[config.mk]
export PLATFORM = sky130hd
export DESIGN_NAME = sdwr_block_writer
export DESIGN_NICKNAME = d
export VERILOG_FILES = /design/src/rtl/sdwr_pkg.sv /design/src/rtl/sdwr_spi_byte.sv /design/src/rtl/sdwr_block_writer.sv
export SDC_FILE = /design/constraint.sdc
export NUM_CORES = 1
export LEC_CHECK = 0
export BUFFER_PORTS_ARGS = -buffer_cell sky130_fd_sc_hd__buf_2
export CELL_PAD_IN_SITES_DETAIL_PLACEMENT = 1
export CELL_PAD_IN_SITES_GLOBAL_PLACEMENT = 1
export CORE_UTILIZATION = 40
export CTS_BUF_LIST = sky130_fd_sc_hd__clkbuf_16
export DETAILED_ROUTE_END_ITERATION = 8
export HOLD_SLACK_MARGIN = 0.15
export PLACE_DENSITY_LB_ADDON = 0.1
export REMOVE_ABC_BUFFERS = 1
export SYNTH_ARGS = -nofsm -noshare
export SYNTH_HDL_FRONTEND = slang
export SYNTH_SLANG_ARGS = --single-unit
[constraint.sdc]
create_clock -name CLK -period 2.6 [get_ports CLK]
set_input_delay 0.65 -clock CLK [delete_from_list [all_inputs] [get_ports CLK]]
set_output_delay 0.65 -clock CLK [all_outputs]
set_load 0.03 [all_outputs]
[src/rtl/sdwr_pkg.sv]
// sdwr_pkg: shared states, protocol constants and CRC16 helper for the SD block writer
package sdwr_pkg;
  typedef enum logic [3:0] {
    S_IDLE, S_CMD, S_R1, S_TOKEN, S_DATA, S_CRC, S_DRESP, S_BUSYW, S_END, S_ERR
  } state_t;
  localparam logic [7:0] CMD24 = 8'h58;
  localparam logic [7:0] START_TOKEN = 8'hFE;
  localparam logic [4:0] DATA_ACCEPTED = 5'h05;
  localparam logic [1:0] ERR_NONE = 2'd0;
  localparam logic [1:0] ERR_R1 = 2'd1;
  localparam logic [1:0] ERR_DRESP = 2'd2;
  localparam logic [1:0] ERR_BUSY = 2'd3;
  localparam logic [15:0] CRC16_POLY = 16'h1021;
  function automatic logic [15:0] crc16_byte(input logic [15:0] crc, input logic [7:0] b);
    logic [15:0] c;
    c = crc ^ {b, 8'h00};
    for (int i = 0; i < 8; i++) c = c[15] ? ((c << 1) ^ CRC16_POLY) : (c << 1);
    return c;
  endfunction
endpackage

[src/rtl/sdwr_spi_byte.sv]
// sdwr_spi_byte: mode-0 SPI byte shifter; last flags the cycle before the final falling edge
module sdwr_spi_byte #(
  parameter int CLK_DIV = 2
) (
  input  logic       clk,
  input  logic       rst,
  input  logic       start,
  input  logic [7:0] tx,
  input  logic       DO,
  output logic       sclk,
  output logic       di,
  output logic [7:0] rx,
  output logic       last
);
  localparam int DW = CLK_DIV > 1 ? $clog2(CLK_DIV) : 1;
  logic [DW-1:0] div;
  logic [2:0] bitc;
  logic [7:0] sh;
  logic busy, tick;
  assign tick = busy && div == DW'(CLK_DIV - 1);
  assign last = tick && sclk && bitc == 3'd7;
  always_ff @(posedge clk) begin
    if (rst) begin
      busy <= 1'b0;
      sclk <= 1'b0;
      di <= 1'b1;
      div <= '0;
      bitc <= '0;
      sh <= '1;
      rx <= '1;
    end else if (start) begin
      busy <= 1'b1;
      sclk <= 1'b0;
      di <= tx[7];
      sh <= {tx[6:0], 1'b1};
      div <= '0;
      bitc <= '0;
    end else if (busy) begin
      div <= tick ? '0 : div + 1'b1;
      if (tick) begin
        sclk <= !sclk;
        if (!sclk) rx <= {rx[6:0], DO};
        else begin
          bitc <= bitc + 3'd1;
          di <= sh[7];
          sh <= {sh[6:0], 1'b1};
          if (bitc == 3'd7) busy <= 1'b0;
        end
      end
    end
  end
endmodule

[src/rtl/sdwr_block_writer.sv]
// sdwr_block_writer: SPI-mode CMD24 single-block writer; define SDWR_CRC16_EN to send a real CRC16
module sdwr_block_writer import sdwr_pkg::*; #(
  parameter int CLK_DIV = 2,
  parameter int R1_POLL = 8,
  parameter int BUSY_TIMEOUT = 65535
) (
  input  logic        CLK,
  input  logic        RST,
  input  logic        START,
  input  logic [31:0] ADDR,
  output logic        DATA_RD,
  input  logic        DATA_VALID,
  input  logic [7:0]  DATA_IN,
  output logic        BUSY,
  output logic        DONE,
  output logic        ERR,
  output logic [1:0]  ERR_CODE,
  input  logic        DO,
  output logic        CS,
  output logic        DI,
  output logic        SCLK
);
  localparam logic [9:0] R1P = 10'(R1_POLL - 1);
  localparam logic [16:0] BT = 17'(BUSY_TIMEOUT);
  state_t state, state_nx;
  logic [9:0] cnt, cnt_nx;
  logic [16:0] bcnt, bcnt_nx;
  logic [47:0] cmd_sr;
  logic [7:0] tx, rx, crc_hi, crc_lo;
  logic [1:0] code_nx;
  logic wait_d, wait_nx, cs_nx, busy_nx, rd_nx, done_nx, err_nx, go, shift, last, accept;
  assign accept = state == S_DATA && wait_d && DATA_VALID;
  sdwr_spi_byte #(.CLK_DIV(CLK_DIV)) u_spi (
    .clk(CLK), .rst(RST), .start(go), .tx(tx), .DO(DO),
    .sclk(SCLK), .di(DI), .rx(rx), .last(last)
  );
`ifdef SDWR_CRC16_EN
  logic [15:0] crc;
  always_ff @(posedge CLK)
    if (RST || state == S_TOKEN) crc <= '0;
    else if (accept) crc <= crc16_byte(crc, DATA_IN);
  assign crc_hi = crc[15:8];
  assign crc_lo = crc[7:0];
`else
  assign crc_hi = 8'hFF;
  assign crc_lo = 8'hFF;
`endif
  always_comb begin
    state_nx = state;
    cnt_nx = cnt;
    bcnt_nx = bcnt;
    wait_nx = wait_d;
    cs_nx = CS;
    busy_nx = BUSY;
    code_nx = ERR_CODE;
    rd_nx = 1'b0;
    done_nx = 1'b0;
    err_nx = 1'b0;
    go = 1'b0;
    shift = 1'b0;
    tx = 8'hFF;
    case (state)
      S_IDLE: if (START) begin
        state_nx = S_CMD; cnt_nx = '0; cs_nx = 1'b0; busy_nx = 1'b1; code_nx = ERR_NONE; go = 1'b1;
      end
      S_CMD: if (last) begin
        go = 1'b1;
        if (cnt == 10'd6) begin state_nx = S_R1; cnt_nx = '0; end
        else begin tx = cmd_sr[47:40]; shift = 1'b1; cnt_nx = cnt + 10'd1; end
      end
      S_R1: if (last) begin
        go = 1'b1;
        cnt_nx = cnt + 10'd1;
        if (rx == 8'h00) begin state_nx = S_TOKEN; cnt_nx = '0; end
        else if (rx != 8'hFF || cnt == R1P) begin state_nx = S_ERR; cs_nx = 1'b1; code_nx = ERR_R1; end
      end
      S_TOKEN: if (last) begin
        if (cnt == 10'd0) begin go = 1'b1; tx = START_TOKEN; cnt_nx = 10'd1; end
        else begin state_nx = S_DATA; cnt_nx = '0; rd_nx = 1'b1; wait_nx = 1'b1; end
      end
      S_DATA: begin
        if (accept) begin go = 1'b1; tx = DATA_IN; wait_nx = 1'b0; end
        if (last) begin
          cnt_nx = cnt + 10'd1;
          if (cnt == 10'd511) begin state_nx = S_CRC; go = 1'b1; tx = crc_hi; end
          else begin rd_nx = 1'b1; wait_nx = 1'b1; end
        end
      end
      S_CRC: if (last) begin
        go = 1'b1;
        if (cnt == 10'd0) begin tx = crc_lo; cnt_nx = 10'd1; end
        else begin state_nx = S_DRESP; cnt_nx = '0; end
      end
      S_DRESP: if (last) begin
        go = 1'b1;
        cnt_nx = cnt + 10'd1;
        if (rx[4:0] == DATA_ACCEPTED) begin state_nx = S_BUSYW; bcnt_nx = '0; end
        else if (rx != 8'hFF || cnt == R1P) begin state_nx = S_ERR; cs_nx = 1'b1; code_nx = ERR_DRESP; end
      end
      S_BUSYW: if (last) begin
        go = 1'b1;
        if (rx == 8'hFF) begin state_nx = S_END; cs_nx = 1'b1; end
        else if (bcnt == BT) begin state_nx = S_ERR; cs_nx = 1'b1; code_nx = ERR_BUSY; end
        else bcnt_nx = bcnt + 17'd1;
      end
      S_END: if (last) begin state_nx = S_IDLE; done_nx = 1'b1; busy_nx = 1'b0; end
      S_ERR: if (last) begin state_nx = S_IDLE; err_nx = 1'b1; busy_nx = 1'b0; end
      default: state_nx = S_IDLE;
    endcase
  end
  always_ff @(posedge CLK) begin
    if (RST) begin
      state <= S_IDLE;
      cnt <= '0;
      bcnt <= '0;
      wait_d <= 1'b0;
      cmd_sr <= '1;
      CS <= 1'b1;
      BUSY <= 1'b0;
      DONE <= 1'b0;
      ERR <= 1'b0;
      ERR_CODE <= ERR_NONE;
      DATA_RD <= 1'b0;
    end else begin
      state <= state_nx;
      cnt <= cnt_nx;
      bcnt <= bcnt_nx;
      wait_d <= wait_nx;
      cmd_sr <= (state == S_IDLE && START) ? {CMD24, ADDR, 8'hFF} : shift ? {cmd_sr[39:0], 8'hFF} : cmd_sr;
      CS <= cs_nx;
      BUSY <= busy_nx;
      DONE <= done_nx;
      ERR <= err_nx;
      ERR_CODE <= code_nx;
      DATA_RD <= rd_nx;
    end
  end
endmodule

Word level (Yosys, flattened, before mapping)
Index checks and enable logic that the tools add are counted.
W data, S select, Z words.

storage, ports and cells
  register bits = 101
  output and inout bits = 9
  bits of input ports = 45
  logic and storage cells = 211

operators by class
  reductions and logical operators = 39
  multiplexer cells = 104
  bitwise logic cells = 4
  equal/unequal tests = 41
  add/subtract/negate cells = 4

operators by type and width
  operator                 number
  $mux W48                 2
  $mux W17                 5
  $mux W4                  18
  $mux W8                  9
  $mux W10                 7
  $pmux W10 S5             1
  $mux W1                  43
  $ne A2 B2 Y1 const B     19
  $pmux W4 S9              1
  $pmux W17 S2             1
  $pmux W8 S3              1
  $eq A10 B3 Y1 const B    2
  $mux W2                  10
  $add A17 B1 Y17 const B  1
  $eq A17 B16 Y1 const B   1
  $eq A4 B3 Y1 const B     4
  $reduce_and A14 Y1       1
  $reduce_bool A2 Y1       7
  $reduce_or A2 Y1         7
  $reduce_and A3 Y1        4
  $reduce_and A6 Y1        2
  $reduce_and A11 Y1       1
  $add A10 B1 Y10 const B  1
  $eq A10 B9 Y1 const B    1
  27 further kinds         43

Longest topological paths before layout
Gate-level depths: netlist of run 1.

  depth in word-level cells = 9
  depth in mapped cells = 11
  gate-level depth less buffers = 9

Cells and area by module
Synthesis of run 1 repeated with hierarchy kept, for this count alone.

unflattened totals
  cell total of the unflattened synthesis = 599
  area, all modules = 5027.3 sq um

by module, submodules not included
  module             seq. area each (sq um)  area each (sq um)  times used  cells an instance
  sdwr_block_writer  1581.5                  4131.5             1           502
  sdwr_spi_byte      440.4                   895.9              1           97

Worst setup path after synthesis of run 1
No wires, ideal clock.

  path kind = register -> register
  from = register bcnt[4]
  to = register state[2]
  setup time = 0.123 ns
  stages on the path, launching flop included = 10
  clock period less this slack = 2.641 ns
  slack = -0.041 ns
  arrival = 2.518 ns
  cell sequence = dfxtp_1 -> nand4_2 -> or2_1 -> or3_1 -> nor3_1 -> ha_1 -> nor2_2 -> a2111oi_4 -> and2_4 -> mux2_1

between the ends
  cells in the longest elaborated chain, start to end = 3

ends and longest elaborated chain
  item                                 RTL line                  RTL
  from (decl)                          sdwr_block_writer.sv:27   logic [16:0] bcnt, bcnt_nx;
  from (signal assigned)               sdwr_block_writer.sv:127  bcnt <= bcnt_nx;
  $eq A17 B16 Y1                       sdwr_block_writer.sv:103  else if (bcnt == BT) begin state_nx = S_ERR; cs_nx = 1'b1; code_nx = ERR_BUSY; end
  $ne A3 B3 Y1 (no source line)        n/a
  $reduce_and A14 Y1 (no source line)  n/a
  to (signal assigned)                 sdwr_block_writer.sv:125  state <= state_nx;
  to (decl)                            sdwr_block_writer.sv:25   state_t state, state_nx;

No other way between the ends.
A chain may end at the register's enable or synchronous reset.

Worst setup path after layout of run 1
  from = register bcnt[9]
  to = register state[2]

The elaborated chain is that of the path after synthesis.

==> results_dict.tcl, run 1 <==
set metrics [dict create \
    outcome "finished, final reports clean" \
    hold_depth 2 \
    vias 4626 \
    hold_class "reg -> reg" \
    relSlewSlack 0.539 \
    first_pass_iters 4 \
    rsz0062_at_grt "no" \
    n_fill_cell 1494 \
    slowest_delay_ns 0.37 \
    synth_most_common_cell "dfxtp_1" \
    viasPerCell 5.58 \
    synth_edf_count 0 \
    drt_iter0_markers 156 \
    grtUsageTotal 0.228 \
    synth_top_area_share 0.404 \
    ys.flop_type "dfxtp_1" \
    cts_buffers 9 \
    setup_violations 0 \
    initial_core_util 0.413 \
    cts_sinks 101 \
    drc 0 \
    gp_congestion 0.834 \
    worstHoldEndpoint "cmd_sr[16]" \
    synthTopCellsByArea "dfxtp_1 (40%), nand2_1 (6.2%), a221oi_1 (4.2%)" \
    worstHoldStart "cmd_sr[16]" \
    grt.overflow.total 0 \
    grt_max_degree 37 \
    ys_ff_latch 101 \
    r2r_slack_ns 0.12 \
    reg2regPathDepth 9 \
    syn_inst 591 \
    cp_max_fo 4 \
    fin_ws_ns 0.120 \
    drt-total-wl_um 13900 \
    path_cells "nand4_1 > or2_1 > or3_4 > nor3_2 > ha_2 > nor2_2 > a2111oi_4 > and2_4 > mux2_1" \
    finalPower_mw 4.82 \
    antenna_found_initial 0 \
    yosysWarningCount 0 \
    nets 709 \
    slowest_stage "or3_4" \
    grt_pass1_wl_um 23500 \
    htreeDepth 3 \
    leakage_nw 2.29 \
    dieArea_um2 13000 \
    fp-row-count 40 \
    required_ns 2.84 \
    dp_cells 812 \
    hold_viol_final 0 \
    synthTopCellsByCount "dfxtp_1 (101), nand2_1 (82), nor2_1 (47)" \
    cp.arrival_ns 2.72 \
    final_layout_size_suffix_gt1_frac 0.207 \
    ys_seq_area_frac 0.404 \
    io_pins 54 \
    path_class "reg -> reg" \
    powerDensity_nw_per_um2 815 \
    fin_cells 829 \
    core_area_um2 12100 \
    post-route-period-util 0.954 \
    timing.rr.start "bcnt[9]" \
    cts.clk_slew.worst_paths_ns 0.07 \
    diodes 0 \
    grt_pass1_vias 4847 \
    finalClockSkew_ns 0.00903 \
    hpwl_um 9970 \
    final_max_slew_viol_count 0 \
    die_h_um 114 \
    maxCapViolations 0 \
    io_buffers 53 \
    cts_buffer_depth 2 \
    peakVddDrop_v 0.000422 \
    endpoint_kind "flop" \
    r2r-end "state[2]" \
    post_dp_cell_area_um2 5620 \
    timing.final.crit_period_ns 2.48 \
    wl_per_cell_um 16.8 \
    clock.fmax_ghz 0.403 \
    avgSynthCellArea_um2 8.46 \
    tightest_slew_ns 0.691 \
    clock_latency_ns 0.35 \
    startpoint_type "flop" \
    die_w_um 114 \
    cp_top_family "simple AND/OR/NAND/NOR gates" \
    ys_async_sr_fraction 0 \
    post-place-ws_ns -0.0311 \
    synth_cell_type_count 69 \
    root_buffer "clkbuf_16" \
    final_area_um2 5910 \
    cts_tree "built" \
    hold_ws_ns 0.442 \
    syn_to_final_growth_pct 18.2 \
    syn_area_um2 5000 \
    synth_top_cell_by_area "dfxtp_1" \
    worstPathBufferInverterCount 0 \
    ant_nets 0 \
]
how the worst max path moves through the flow:
stage               start          to  cells after the start
2_1_floorplan  u_spi.sclk  cmd_sr[16]                      5
3_3_place_gp      bcnt[6]    state[2]                      9
3_5_place_dp      bcnt[5]    state[2]                      9
4_1_cts           bcnt[6]    state[2]                      9
5_1_grt           bcnt[9]    state[2]                      9
6_report          bcnt[9]    state[2]                      9
sequential cells by signal (all words and copies together) (netlist names):
name,count
cmd_sr,40
cnt,10
DONE,1
u_spi.rx,8
ERR_CODE,2
u_spi.busy,1
ERR,1
u_spi.sh,7
bcnt,17
DATA_RD,1
state,4
wait_d,1
BUSY,1
u_spi.bitc,3
CS,1
u_spi.sclk,1
u_spi.di,1
u_spi.div,1
power by group:
part           internal, mW  switching, mW
clock                 0.633          0.585
sequential             1.77          0.183
combinational         0.672          0.970
total                  3.08           1.74
metrics by stage:
stage | util | setup TNS, ns
after global placement | 0.464 | 0
final | 0.488 | 0
after CTS | 0.487 | 0
after floorplan | - | -28.86
after detailed placement | 0.464 | -0.0311
after global routing | 0.488 | 0
placed cells by master (no fill, tap or decap), types with 12 or more instances in the layout:
cell / count
dfxtp_1: 96
nand2_1: 82
buf_2: 53
nor2_1: 46
a21oi_1: 38
buf_4: 38
a221oi_1: 24
o21ai_1: 23
nor3_1: 20
o21ai_0: 16
nand3_1: 15
inv_1: 14
nand4_1: 13
or4_1: 13
and3_1: 13
mux2i_1: 12
o31ai_1: 12
routing by layer:
| layer | vias up | global-route usage | part of all wire |
|---|---|---|---|
| met1 | 2244 | 0.281 | 0.46 |
| met4 | 0 | 0.0485 | 0.0078 |
| met5 | - | 0 | 0 |
| li1 | 2310 | - | - |
| met3 | 9 | 0.0547 | 0.036 |
| met2 | 63 | 0.404 | 0.49 |
kinds of logic after synthesis:
family	Yosys count	synth area share
simple gates	253	0.265
compound gates	152	0.217
flops	101	0.404
buf+inv	52	0.0465
mux	13	0.0263
xor+xnor	12	0.0210
fa+ha+maj	8	0.0195
area by class of cell:
type | count | area, µm² | share of cell area
multi-input combinational | 438 | 2770 | 0.469
sequential | 101 | 2030 | 0.343
timing repair buffer | 93 | 591 | 0.0999
clock buffer | 9 | 225 | 0.0381
tap | 168 | 210 | 0.0356
inverter | 14 | 52.6 | 0.00889
clock inverter | 6 | 32.5 | 0.00550
worst reg2reg max path, cell delays in order, from the launching register on:
cell,delay (ns)
dfxtp_2,0.35
nand4_1,0.11
or2_1,0.25
or3_4,0.37
nor3_2,0.12
ha_2,0.21
nor2_2,0.06
a2111oi_4,0.36
and2_4,0.21
mux2_1,0.32
what timing repair did:
item	CTS	global route
gates resized for setup	3	5
endpoints found under the setup margin	1	4
hold buffers	0	0
pin swaps	2	4
endpoints found under the hold margin	0	0
buffers inserted	1	1
Power figures use the tool's default switching activity.
==> inputs of run 2 (changes only) <==
- REMOVE_ABC_BUFFERS: 1 -> not set
==> run 2 against run 1 <==
First-iteration DRC count is 90% higher. Power is 1.3% higher. Hold slack better by 0.0015 ns. Via count is 2.0% higher. Sequential share of layout area is 0.28 points lower. Setup slack worse by 0.032 ns. Highest routed layer unchanged. Die area stayed put. Largest cell class unchanged. Routed wire length is 2.0% lower. Clock power is 6% higher. Register-to-register slack worse by 0.03 ns. Utilization is 0.46 points higher.
==> results_dict.tcl, run 2 (synthesis results as in run 1) <==
set metrics [dict create \
    hold_ws_ns 0.443 \
    grt_max_degree 38 \
    leakage_nw 2.34 \
    slowest_stage "or3_4" \
    required_ns 2.85 \
    final_area_um2 5970 \
    nets 713 \
    hold_class "reg -> reg" \
    multiInputGateArea_um2 2780 \
    path_class "reg -> reg" \
    root_buffer "clkbuf_16" \
    setup_violations 0 \
    finalClockSkew_ns 0.00985 \
    hold_viol_final 0 \
    cp.arrival_ns 2.76 \
    dieArea_um2 13000 \
    worstSetupStartpoint "bcnt[6]" \
    viasPerCell 5.66 \
    tightest_slew_ns 0.612 \
    final_max_slew_viol_count 0 \
    syn_to_final_growth_pct 19.3 \
    powerDensity_nw_per_um2 818 \
    startpoint_type "flop" \
    core_area_um2 12100 \
    cts.clk_slew.worst_paths_ns 0.07 \
    die_w_um 114 \
    grt.overflow.total 0 \
    rsz0062_at_grt "yes" \
    wl_per_cell_um 16.3 \
    clock_latency_ns 0.35 \
    drt_iter0_markers 297 \
    seq_area_um2 2030 \
    drt-total-wl_um 13600 \
    fp-row-count 40 \
    gp_congestion 0.841 \
    vias 4719 \
    r2r_slack_ns 0.09 \
    path_cells "nand4_2 > or2_1 > or3_4 > nor3_4 > ha_2 > nor2_2 > a2111oi_4 > buf_4 > a311oi_1 > a31o_2" \
    post_dp_cell_area_um2 5610 \
    initial_core_util 0.413 \
    final_layout_size_suffix_gt1_frac 0.216 \
    timing.final.crit_period_ns 2.51 \
    antenna_found_initial 0 \
    fin_util 0.493 \
    io_buffers 53 \
    final_cell_mix "dfxtp_1 (96), nand2_1 (82), buf_2 (53)" \
    peakVddDrop_v 0.000356 \
    cts_buffers 9 \
    hpwl_um 9930 \
    grt_pass1_vias 4755 \
    diodes 0 \
    relSlewSlack 0.588 \
    cts_buffer_depth 2 \
    die_h_um 114 \
    endpoint_kind "flop" \
    reg2regPathDepth 10 \
    final_common_cell "dfxtp_1" \
    n_fill_cell 1517 \
    largestRegisters "cmd_sr x40, bcnt x17, cnt x10" \
    htreeDepth 3 \
    cp_top_family "simple AND/OR/NAND/NOR gates" \
    worstPathBufferInverterCount 1 \
    cp_max_fo 4 \
    outcome "finished, final reports clean" \
    post-route-period-util 0.966 \
    slowest_delay_ns 0.39 \
    clock.fmax_ghz 0.398 \
    cts_sinks 101 \
    ant_nets 0 \
    r2r-end "state[1]" \
    worstHoldEndpoint "cmd_sr[21]" \
    io_pins 54 \
    hold_buffers 0 \
    drc 0 \
    hold_depth 2 \
    syn_nets 643 \
    timing.rr.start "bcnt[6]" \
    first_pass_iters 4 \
    largest_reg_flops 40 \
    cts_tree "built" \
    top_register "cmd_sr" \
    maxCapViolations 0 \
    grt_pass1_wl_um 23100 \
    grtUsageTotal 0.223 \
    worstHoldStart "cmd_sr[21]" \
]
[run 2: layout make-up]
cell class / count / share of cell area
tap: 168 / 0.0352
multi-input combinational: 438 / 0.466
inverter: 14 / 0.00881
sequential: 101 / 0.340
timing repair buffer: 97 / 0.102
clock buffer: 9 / 0.0377
clock inverter: 7 / 0.00985
[run 2: worst max path at each step]
stage | end | slack [ns] | cells past startpoint
after floorplan | state[2] | 0.02 | 9
after CTS | state[2] | 0.02 | 9
after global routing | state[1] | -0.03 | 10
after global placement | state[2] | 0.02 | 9
after detailed placement | state[2] | -0.07 | 9
final | state[1] | 0.09 | 10
[run 2: through the flow]
step | setup slack, ns | std cells | TNS [ns] | power, mW
final | 0.0875 | 834 | 0 | 4.88
after global routing | -0.0254 | 834 | -0.0355 | 5.19
after CTS | 0.0159 | 830 | 0 | 4.93
after detailed placement | -0.0669 | 812 | -0.115 | 3.60
after global placement | 0.0237 | 812 | 0 | 3.55
after floorplan | 0.0157 | 591 | 0 | 3.10
[run 2: power by group]
| group | leakage [nW] | internal, mW | total [mW] | switching (mW) |
|---|---|---|---|---|
| clock network | 0.137 | 0.661 | 1.29 | 0.626 |
| logic | 1.37 | 0.682 | 1.67 | 0.985 |
| registers | 0.830 | 1.77 | 1.93 | 0.156 |
[run 2: metal layers]
layer,global-route usage,wire [µm],up-vias
li1,-,-,2320
met1,0.289,6340,2297
met5,0,0,-
met3,0.0462,458,22
met4,0.0701,246,0
met2,0.374,6590,80
[run 2: timing repair]
item | 4_1_cts | 5_1_grt
gates cloned | 0 | 0
pin swaps | 2 | 6
resized for setup | 3 | 7
setup buffers | 2 | 4
endpoints found under the setup margin | 3 | 4
[run 2: worst min-delay path: cells and delay by family, from the launching register on]
family / cells / cell delay [ns]
and+or+nand+nor: 2 / 0.09
DFF: 1 / 0.31
==> inputs of run 3 (changes only) <==
- ABC_CLOCK_PERIOD_IN_PS: not set -> 3050
- CORE_UTILIZATION: 40 -> 48
- clock period: 2.6 -> 3.05 ns (I/O delays scaled with it)
==> run 3 against run 2 <==
Sequential cell count unchanged. Hold slack worse by 0.0022 ns. Clock power fell by 5%. Combinational power is 21% lower. Non-clock buffer count fell by 30. First-iteration DRC count is 29% lower.
==> results_dict.tcl, run 3 (synthesis results as in run 1) <==
set metrics [dict create \
    outcome "finished, final reports clean" \
    hold_viol_final 0 \
    slowest_stage "dfxtp_1" \
    post-route-period-util 0.952 \
    io_buffers 53 \
    gp_congestion 0.847 \
    initial_core_util 0.502 \
    core_area_um2 9950 \
    startpoint_type "flop" \
    top_register "cmd_sr" \
    path_cells "nand4_2 > or2_1 > or3_1 > nor3_1 > ha_1 > nor2_2 > a2111oi_4 > and2_4 > mux2_1" \
    dieArea_um2 10800 \
    endpoint_kind "flop" \
    powerDensity_nw_per_um2 739 \
    setup_violations 0 \
    first_pass_iters 4 \
    root_buffer "clkbuf_16" \
    die_w_um 104 \
    htreeDepth 3 \
    die_h_um 104 \
    syn_to_final_growth_pct 13.7 \
    n_fill_cell 1193 \
    final_max_slew_viol_count 0 \
    largest_reg_flops 40 \
    worstHoldStart "cmd_sr[17]" \
    grt.overflow.total 0 \
    cp.arrival_ns 3.15 \
    slowest_delay_ns 0.41 \
    r2r_slack_ns 0.15 \
    worstHoldEndpoint "cmd_sr[17]" \
    hold_buffers 0 \
    multiInputGateArea_um2 2760 \
    cp_max_fo 5 \
    cts_sinks 101 \
    required_ns 3.29 \
    cts.clk_slew.worst_paths_ns 0.07 \
    rsz0062_at_grt "no" \
    final_cell_mix "dfxtp_1 (100), nand2_1 (82), buf_2 (53)" \
    maxCapViolations 0 \
    io_pins 54 \
    antenna_found_initial 0 \
    peakVddDrop_v 0.000501 \
    cts_tree "built" \
    leakage_nw 2.18 \
    grt_max_degree 41 \
    nets 683 \
    relSlewSlack 0.473 \
    finalClockSkew_ns 0.00644 \
    clock_latency_ns 0.36 \
    timing.rr.start "bcnt[4]" \
    fp-row-count 36 \
    finalPower_mw 4.20 \
    wl_per_cell_um 17.2 \
    r2r-end "state[2]" \
    path_class "reg -> reg" \
    hold_depth 2 \
    cts_buffers 9 \
    ant_nets 0 \
    reg2regPathDepth 9 \
    largestRegisters "cmd_sr x40, bcnt x17, cnt x10" \
    hold_class "reg -> reg" \
    timing.final.crit_period_ns 2.90 \
    drt-total-wl_um 13300 \
    drt_iter0_markers 210 \
    final_common_cell "dfxtp_1" \
    grtUsageTotal 0.258 \
    diodes 0 \
    clock.fmax_ghz 0.344 \
    cts_buffer_depth 2 \
    drc 0 \
    tightest_slew_ns 0.784 \
    viasPerCell 5.92 \
    final_layout_size_suffix_gt1_frac 0.165 \
    hpwl_um 9300 \
    grt_pass1_vias 4585 \
    setup_tns_ns 0 \
    syn_nets 643 \
    grt_pass1_wl_um 22500 \
    seq_area_um2 2020 \
    vias 4556 \
]
-- run 3: cell count changes in the layout (fill, tap and decap cells not counted), moves of 2 or more --
cell / delta
dfxtp_1: +4
bufinv_16: +2
dfxtp_2: -3
buf_4: -29
-- run 3: through the flow --
step / hold slack [ns] / area (µm²) / worst slack (ns) / util / cells
4_1_cts: 0.446 / 5690 / 0.0935 / 0.571 / 769
3_5_place_dp: 0.435 / 5370 / 0.144 / 0.540 / 753
5_1_grt: 0.462 / 5690 / 0.0314 / 0.571 / 769
2_1_floorplan: 0.422 / 5000 / 0.409 / - / 591
3_3_place_gp: 0.431 / 5370 / 0.258 / 0.540 / 753
6_report: 0.441 / 5690 / 0.146 / 0.571 / 769
-- run 3: cell type report --
type,count,share of cell area
Timing Repair Buffer,67,0.0651
Sequential cell,101,0.356
Tap cell,133,0.0293
Clock inverter,7,0.0156
Multi-Input combinational cell,438,0.485
Clock buffer,9,0.0396
Inverter,14,0.00924
-- run 3: where the power goes --
group | switching, mW | internal, mW | leakage, nW | total (mW)
registers | 0.147 | 1.51 | 0.827 | 1.66
clock network | 0.508 | 0.714 | 0.155 | 1.22
logic | 0.809 | 0.511 | 1.20 | 1.32
total | 1.46 | 2.74 | 2.18 | 4.20
-- run 3: routing by layer --
layer	wire length, µm	GRT usage
met4	352	0.105
met5	0	0
met2	6420	0.436
met3	494	0.0576
met1	5990	0.315
-- run 3: how the worst max path moves through the flow --
stage	cells past startpoint	to	from	slack, ns
finish	9	state[2]	bcnt[4]	0.15
global route	9	state[2]	bcnt[4]	0.03
CTS	9	state[2]	bcnt[3]	0.09
detailed placement	9	state[2]	bcnt[4]	0.14
global placement	9	state[2]	bcnt[3]	0.26
floorplan	9	state[2]	bcnt[4]	0.41
-- run 3: critical path: cells and delay by family (launching register included) --
kind            cells  cell delay (ns)
mux                 1             0.32
simple gates        6             1.42
fa+ha+maj           1             0.24
flops               1             0.41
compound gates      1             0.40
-- run 3: repair_timing --
item                       4_1_cts  5_1_grt
setup endpoints to repair        0        1
gates resized for setup          0        1
buffers inserted                 0        0
